===== src/rtl/alu_pkg.sv =====
// Shared definitions for the RV32I execute stage: opcode and funct3
// encodings, the ALU operation enum and the execute FSM state enum.
package alu_pkg;

    localparam logic [6:0] OPC_OP     = 7'b0110011;
    localparam logic [6:0] OPC_OP_IMM = 7'b0010011;
    localparam logic [6:0] OPC_LOAD   = 7'b0000011;
    localparam logic [6:0] OPC_STORE  = 7'b0100011;
    localparam logic [6:0] OPC_LUI    = 7'b0110111;
    localparam logic [6:0] OPC_AUIPC  = 7'b0010111;

    localparam logic [2:0] F3_ADD  = 3'b000;
    localparam logic [2:0] F3_SLL  = 3'b001;
    localparam logic [2:0] F3_SLT  = 3'b010;
    localparam logic [2:0] F3_SLTU = 3'b011;
    localparam logic [2:0] F3_XOR  = 3'b100;
    localparam logic [2:0] F3_SR   = 3'b101;
    localparam logic [2:0] F3_OR   = 3'b110;
    localparam logic [2:0] F3_AND  = 3'b111;

    typedef enum logic [3:0] {
        ALU_ADD, ALU_SUB, ALU_SLT, ALU_SLTU, ALU_XOR,
        ALU_OR, ALU_AND, ALU_SLL, ALU_SRL, ALU_SRA
    } alu_op_t;

    typedef enum logic {
        IDLE,
        SHIFT
    } exec_state_t;

    function automatic logic is_shift(input alu_op_t op);
        return (op == ALU_SLL) || (op == ALU_SRL) || (op == ALU_SRA);
    endfunction

endpackage


===== src/rtl/alu_logic_unit.sv =====
// Combinational single-cycle ALU.
//   op_i     : decoded ALU operation
//   data0_i  : first operand
//   data1_i  : second operand
//   result_o : single-cycle result
// Shift ops only reach this unit with a zero shift amount (non-zero shifts
// are iterated by the execute stage), so they simply pass data0_i through.
module alu_logic_unit
    import alu_pkg::*;
(
    input  alu_op_t     op_i,
    input  logic [31:0] data0_i,
    input  logic [31:0] data1_i,
    output logic [31:0] result_o
);

    always_comb begin
        result_o = '0;
        case (op_i)
            ALU_ADD:  result_o = data0_i + data1_i;
            ALU_SUB:  result_o = data0_i - data1_i;
            ALU_SLT:  result_o = {31'b0, $signed(data0_i) < $signed(data1_i)};
            ALU_SLTU: result_o = {31'b0, data0_i < data1_i};
            ALU_XOR:  result_o = data0_i ^ data1_i;
            ALU_OR:   result_o = data0_i | data1_i;
            ALU_AND:  result_o = data0_i & data1_i;
            ALU_SLL,
            ALU_SRL,
            ALU_SRA:  result_o = data0_i;
            default:  result_o = '0;
        endcase
    end

endmodule


===== src/rtl/alu_exec_stage.sv =====
// RV32I execute stage with valid/ready handshakes on both sides.
//   CLK, RESET          : clock, asynchronous active-high reset
//   IN_VALID / IN_READY : upstream handshake
//   ALU_EN              : 0 = bubble slot, produces RESULT 0 in one cycle
//   DATA0, DATA1        : operands
//   OPCODE, FUNCT3, INSTR_B30 : instruction fields used for decode
//   FLUSH               : synchronous kill of in-flight and held results
//   OUT_VALID / OUT_READY / RESULT : downstream handshake and result
//   BUSY                : high while an iterative shift is in progress
// Add/compare/logic ops complete in one cycle; shifts move one bit per cycle.
module alu_exec_stage
    import alu_pkg::*;
(
    input  logic        CLK,
    input  logic        RESET,
    input  logic        IN_VALID,
    output logic        IN_READY,
    input  logic        ALU_EN,
    input  logic [31:0] DATA0,
    input  logic [31:0] DATA1,
    input  logic [6:0]  OPCODE,
    input  logic [2:0]  FUNCT3,
    input  logic        INSTR_B30,
    input  logic        FLUSH,
    output logic        OUT_VALID,
    input  logic        OUT_READY,
    output logic [31:0] RESULT,
    output logic        BUSY
);

    exec_state_t state_q, state_d;
    logic        out_valid_q, out_valid_d;
    logic [31:0] result_q, result_d;
    logic [31:0] shreg_q, shreg_d;
    logic [4:0]  cnt_q, cnt_d;
    alu_op_t     shop_q, shop_d;

    alu_op_t     op_dec;
    logic [31:0] lu_res;
    logic [31:0] sh_next;
    logic        accept;
    logic        start_shift;

    always_comb begin
        op_dec = ALU_ADD;
        if (OPCODE == OPC_OP || OPCODE == OPC_OP_IMM) begin
            case (FUNCT3)
                F3_ADD:  op_dec = (OPCODE == OPC_OP && INSTR_B30) ? ALU_SUB : ALU_ADD;
                F3_SLL:  op_dec = ALU_SLL;
                F3_SLT:  op_dec = ALU_SLT;
                F3_SLTU: op_dec = ALU_SLTU;
                F3_XOR:  op_dec = ALU_XOR;
                F3_SR:   op_dec = INSTR_B30 ? ALU_SRA : ALU_SRL;
                F3_OR:   op_dec = ALU_OR;
                F3_AND:  op_dec = ALU_AND;
                default: op_dec = ALU_ADD;
            endcase
        end
    end

    alu_logic_unit u_logic (
        .op_i     (op_dec),
        .data0_i  (DATA0),
        .data1_i  (DATA1),
        .result_o (lu_res)
    );

    // Held off during reset so the first ready cycle follows deassertion.
    assign IN_READY    = !RESET && (state_q == IDLE) && (!out_valid_q || OUT_READY) && !FLUSH;
    assign accept      = IN_VALID && IN_READY;
    assign start_shift = ALU_EN && is_shift(op_dec) && (DATA1[4:0] != 5'd0);

    always_comb begin
        case (shop_q)
            ALU_SLL: sh_next = {shreg_q[30:0], 1'b0};
            ALU_SRA: sh_next = {shreg_q[31], shreg_q[31:1]};
            default: sh_next = {1'b0, shreg_q[31:1]};
        endcase
    end

    always_comb begin
        state_d     = state_q;
        out_valid_d = out_valid_q;
        result_d    = result_q;
        shreg_d     = shreg_q;
        cnt_d       = cnt_q;
        shop_d      = shop_q;
        if (FLUSH) begin
            state_d     = IDLE;
            out_valid_d = 1'b0;
            cnt_d       = '0;
        end else begin
            // Consumption first; a result written this cycle overrides it.
            if (out_valid_q && OUT_READY) out_valid_d = 1'b0;
            case (state_q)
                IDLE: begin
                    if (accept) begin
                        if (start_shift) begin
                            state_d = SHIFT;
                            shreg_d = DATA0;
                            cnt_d   = DATA1[4:0];
                            shop_d  = op_dec;
                        end else begin
                            result_d    = ALU_EN ? lu_res : '0;
                            out_valid_d = 1'b1;
                        end
                    end
                end
                SHIFT: begin
                    shreg_d = sh_next;
                    cnt_d   = cnt_q - 5'd1;
                    if (cnt_q == 5'd1) begin
                        result_d    = sh_next;
                        out_valid_d = 1'b1;
                        state_d     = IDLE;
                    end
                end
                default: state_d = IDLE;
            endcase
        end
    end

    always_ff @(posedge CLK or posedge RESET) begin
        if (RESET) begin
            state_q     <= IDLE;
            out_valid_q <= 1'b0;
            result_q    <= '0;
            shreg_q     <= '0;
            cnt_q       <= '0;
            shop_q      <= ALU_SLL;
        end else begin
            state_q     <= state_d;
            out_valid_q <= out_valid_d;
            result_q    <= result_d;
            shreg_q     <= shreg_d;
            cnt_q       <= cnt_d;
            shop_q      <= shop_d;
        end
    end

    assign OUT_VALID = out_valid_q;
    assign RESULT    = result_q;
    assign BUSY      = (state_q == SHIFT);

endmodule


===== config.mk =====
export PLATFORM = sky130hd
export DESIGN_NAME = alu_exec_stage
export DESIGN_NICKNAME = d
export VERILOG_FILES = /design/src/rtl/alu_pkg.sv /design/src/rtl/alu_logic_unit.sv /design/src/rtl/alu_exec_stage.sv
export SDC_FILE = /design/constraint.sdc
export NUM_CORES = 1
export LEC_CHECK = 0
export BUFFER_PORTS_ARGS = -buffer_cell sky130_fd_sc_hd__buf_2
export CELL_PAD_IN_SITES_DETAIL_PLACEMENT = 1
export CELL_PAD_IN_SITES_GLOBAL_PLACEMENT = 2
export CORE_MARGIN = 1.5
export CORE_UTILIZATION = 37
export CTS_CLUSTER_SIZE = 40
export DETAILED_ROUTE_END_ITERATION = 10
export PLACE_DENSITY = 0.95
export SLEW_MARGIN = 10
export SYNTH_ARGS = -nofsm -noshare
export SYNTH_HDL_FRONTEND = slang
export SYNTH_SLANG_ARGS = --single-unit

===== constraint.sdc =====
create_clock -name CLK -period 4.6 [get_ports CLK]
set_input_delay 0.69 -clock CLK [delete_from_list [all_inputs] [get_ports CLK]]
set_output_delay 0.69 -clock CLK [all_outputs]
set_load 0.01 [all_outputs]

==> metrics.txt <==
status=completed; slowest stage delay, CP=0.58 ns; dpl hpwl=approximately 29000 µm; fin util=about two fifths; CTS max path bufs=2; max-cap violations=0; Global Route Usage Sum=~29%; PD cells=around 220 nW/µm²; core area=approximately 25000 µm²; die width=between 150 and 200 µm; GR met3 Demand/Resource=under 10%; Fmax achieved=~280 MHz; Setup Viol. Count Final=0; largest net degree at the start of global routing=47; sequential area share after synthesis=20.0%; vias=around 10000; # diodes=0; global-route wire length before repair=between 50000 and 60000 µm; sw frac=around 40%; Synth Flop Type=dfrtp_1; Seq cells post-synth=75; GPL Wtd Cong=0.946; share of the synthesized area in the top cell type=19.2%; Storage cell area=~1900 µm²; P_sw=936 µW; Mapped Avg Cell Area=between 7 and 8 µm²; CTS Root Cell=clkbuf_16; combinational fraction of design power=around 38%; Clock Power Share=between 30% and 40%; final WL=37900 µm; Post-Syn Nets=1465; met1 Usage GRT=38.4%; CTS resizes=0; final hold violation count=0; final-report max-slew violation count=0; Worst EP required=just under 5 ns; Crit Path Max Fanout=13; drt first-iter violations=around 900; final worst slack=1.06 ns; crit share post-route=77.0%; cells along the critical path=buf_2, inv_1, ha_1, nand4_1, or2_2, a2111oi_0, o211ai_1, nand2_1, or3b_1, a31oi_1, o221ai_1; synth cell count leaders=nand2_1, a21oi_1, ha_1, inv_1, nor2_1; vias per cell=roughly 6; final-layout fill cell count=roughly 3200; Crit. End Element=register; H-Tree Depth=3; GR peak layer=met2; Final min period=3.54 ns; placed insts=1662; Worst path slowest cell=ha_1; GRT Residual Overflow=0; Pre-antenna DRT Iters=5; CTS buffer count=9; Final Skew=about 0.016 ns; Boundary Pins=116; area leader, netlist=dfrtp_1; Setup CP Type=in -> reg; Leakage=slightly below 0.005 µW; Post-synth EDFFs=0; Post-Layout Cell Count=approximately 1700; # DRC=0; Ys Warns=0; Post-CTS Setup Bufs=0; Synth cell types=93; Cell Area, Placed=roughly 10000 µm²; CP Depth=11; setup_tns=0 ns; Seq pwr share=between 30 and 40%; die span in y=162 µm; HP Class=reg -> reg; hold path depth=2; Final ANT Viol Nets=0; layout cells sized above 1=between 15 and 20%; Port Buffer Count=about 120; met2 Usage GRT=46.1%; Post-Layout Inst Area=~11000 µm²; most numerous cell in the Yosys netlist=nand2_1; Die Area=about 26000 µm²; vias in the first global route=~10000; Worst-Skew Late Latency=around 0.37 ns; family with the most delay on the worst path=compound AO/OA/AOI/OAI gates; Area Growth Syn to Fin=12.0%; nets=1531; post-synthesis cell area=~9400 µm²; RSZ-0062 raised after global routing=false; Reg clk slew, reported paths=approximately 0.07 ns; post-DR wirelength/cell=roughly 23 µm; area occupied by multi-input gates=6800 µm²; initial cell density of the core=~38%; CP arrival=around 3.8 ns; Gate Count Post-Synth=1277; row count=between 50 and 60; async set-reset flop share out of synthesis=100%; hold buffers post-CTS=0; Power Internal=1430 µW; Max rail drop VDD=0.167 mV; Post-Place Worst Slack=roughly 0.7 ns; CTS tree=yes; Critical Path Source Type=primary input; Slew Limit Headroom=about a third; R2R cell count=9; Sink Count=75; CP Buf/Inv Count=2; largest cells by area after synthesis=dfrtp_1, ha_1, a21oi_1, nand2_1, inv_1; initial antenna violation count=0; Least-Margin Pin Slew=approximately 1 ns
[state kept, by name, indices dropped and copies added, names as in the netlist]
register	cells
cnt_q	5
shreg_q	32
OUT_VALID	1
RESULT	32
shop_q	4
BUSY	1
[layout by cell type, fill, tap and decap left out, types with 24 or more instances in the layout]
| master | instances |
|---|---|
| a31oi_1 | 24 |
| dfrtp_1 | 72 |
| buf_2 | 115 |
| o21ai_1 | 40 |
| nand2_1 | 164 |
| o21ai_0 | 64 |
| inv_1 | 99 |
| nor3_1 | 24 |
| buf_4 | 25 |
| a21oi_1 | 137 |
| ha_1 | 105 |
| nor2_1 | 94 |
| nand3_1 | 30 |
[path summary, 6_finish.rpt]
kind	slack [ns]	end	from
worst max-delay path	1.06	RESULT[30]	DATA0[22]
worst min-delay path	0.47	RESULT[3]	RESULT[3]
worst max register to register	1.73	RESULT[20]	shop_q[0]
worst min register to register	0.47	RESULT[3]	RESULT[3]
max in group asynchronous	3.16	RESULT[13]	RESET
min in group asynchronous	0.52	shreg_q[1]	RESET
[worst reg2reg max path, cell delays in order, from the launching register on]
cell	delay (ns)
dfstp_2	0.88
nand2_1	0.10
buf_4	0.31
mux2i_1	0.29
o22ai_1	0.11
a221oi_1	0.39
o2111ai_1	0.19
a21oi_1	0.15
o31ai_1	0.08
a22o_1	0.25
[cell type report]
type | count | area share (%)
inverters | 102 | 3.65
well taps | 330 | 3.93
repair buffers | 140 | 7.26
clock inverters | 6 | 0.369
clock buffers | 10 | 2.27
flip-flops and latches | 75 | 17.9
multi-input cells | 1015 | 64.6
[metrics by stage]
stage               hold WS (ns)  power, µW
global placement           0.453       1620
CTS                        0.481       2360
global route               0.502       2480
detailed placement         0.465       1640
floorplan                  0.451       1330
finish                     0.471       2360
[power groups by stage]
| stage | logic, µW | clock network (µW) | registers [µW] |
|---|---|---|---|
| global placement | 848 | 0 | 774 |
| detailed placement | 868 | 0 | 773 |
| global route | 970 | 739 | 768 |
| floorplan | 545 | 0 | 786 |
| CTS | 875 | 727 | 762 |
| finish | 886 | 715 | 762 |
[cell families after synthesis]
group / count (synthesis) / synth area share (%)
adder cells (fa/ha/maj): 108 / 14.5
buffers and inverters: 187 / 7.92
AND/OR/NAND/NOR: 406 / 20.2
multiplexers: 32 / 3.65
AO/OA/AOI/OAI: 463 / 33.1
flip-flops: 75 / 20.0
XOR/XNOR: 6 / 0.560
[layer usage]
layer  share of wire [%]  routed length [µm]
met5                   0                   0
met4                 3.3                1270
met3                 7.1                2700
met2                  45               17100
met1                  44               16800
(Power assumes the default switching activity.)
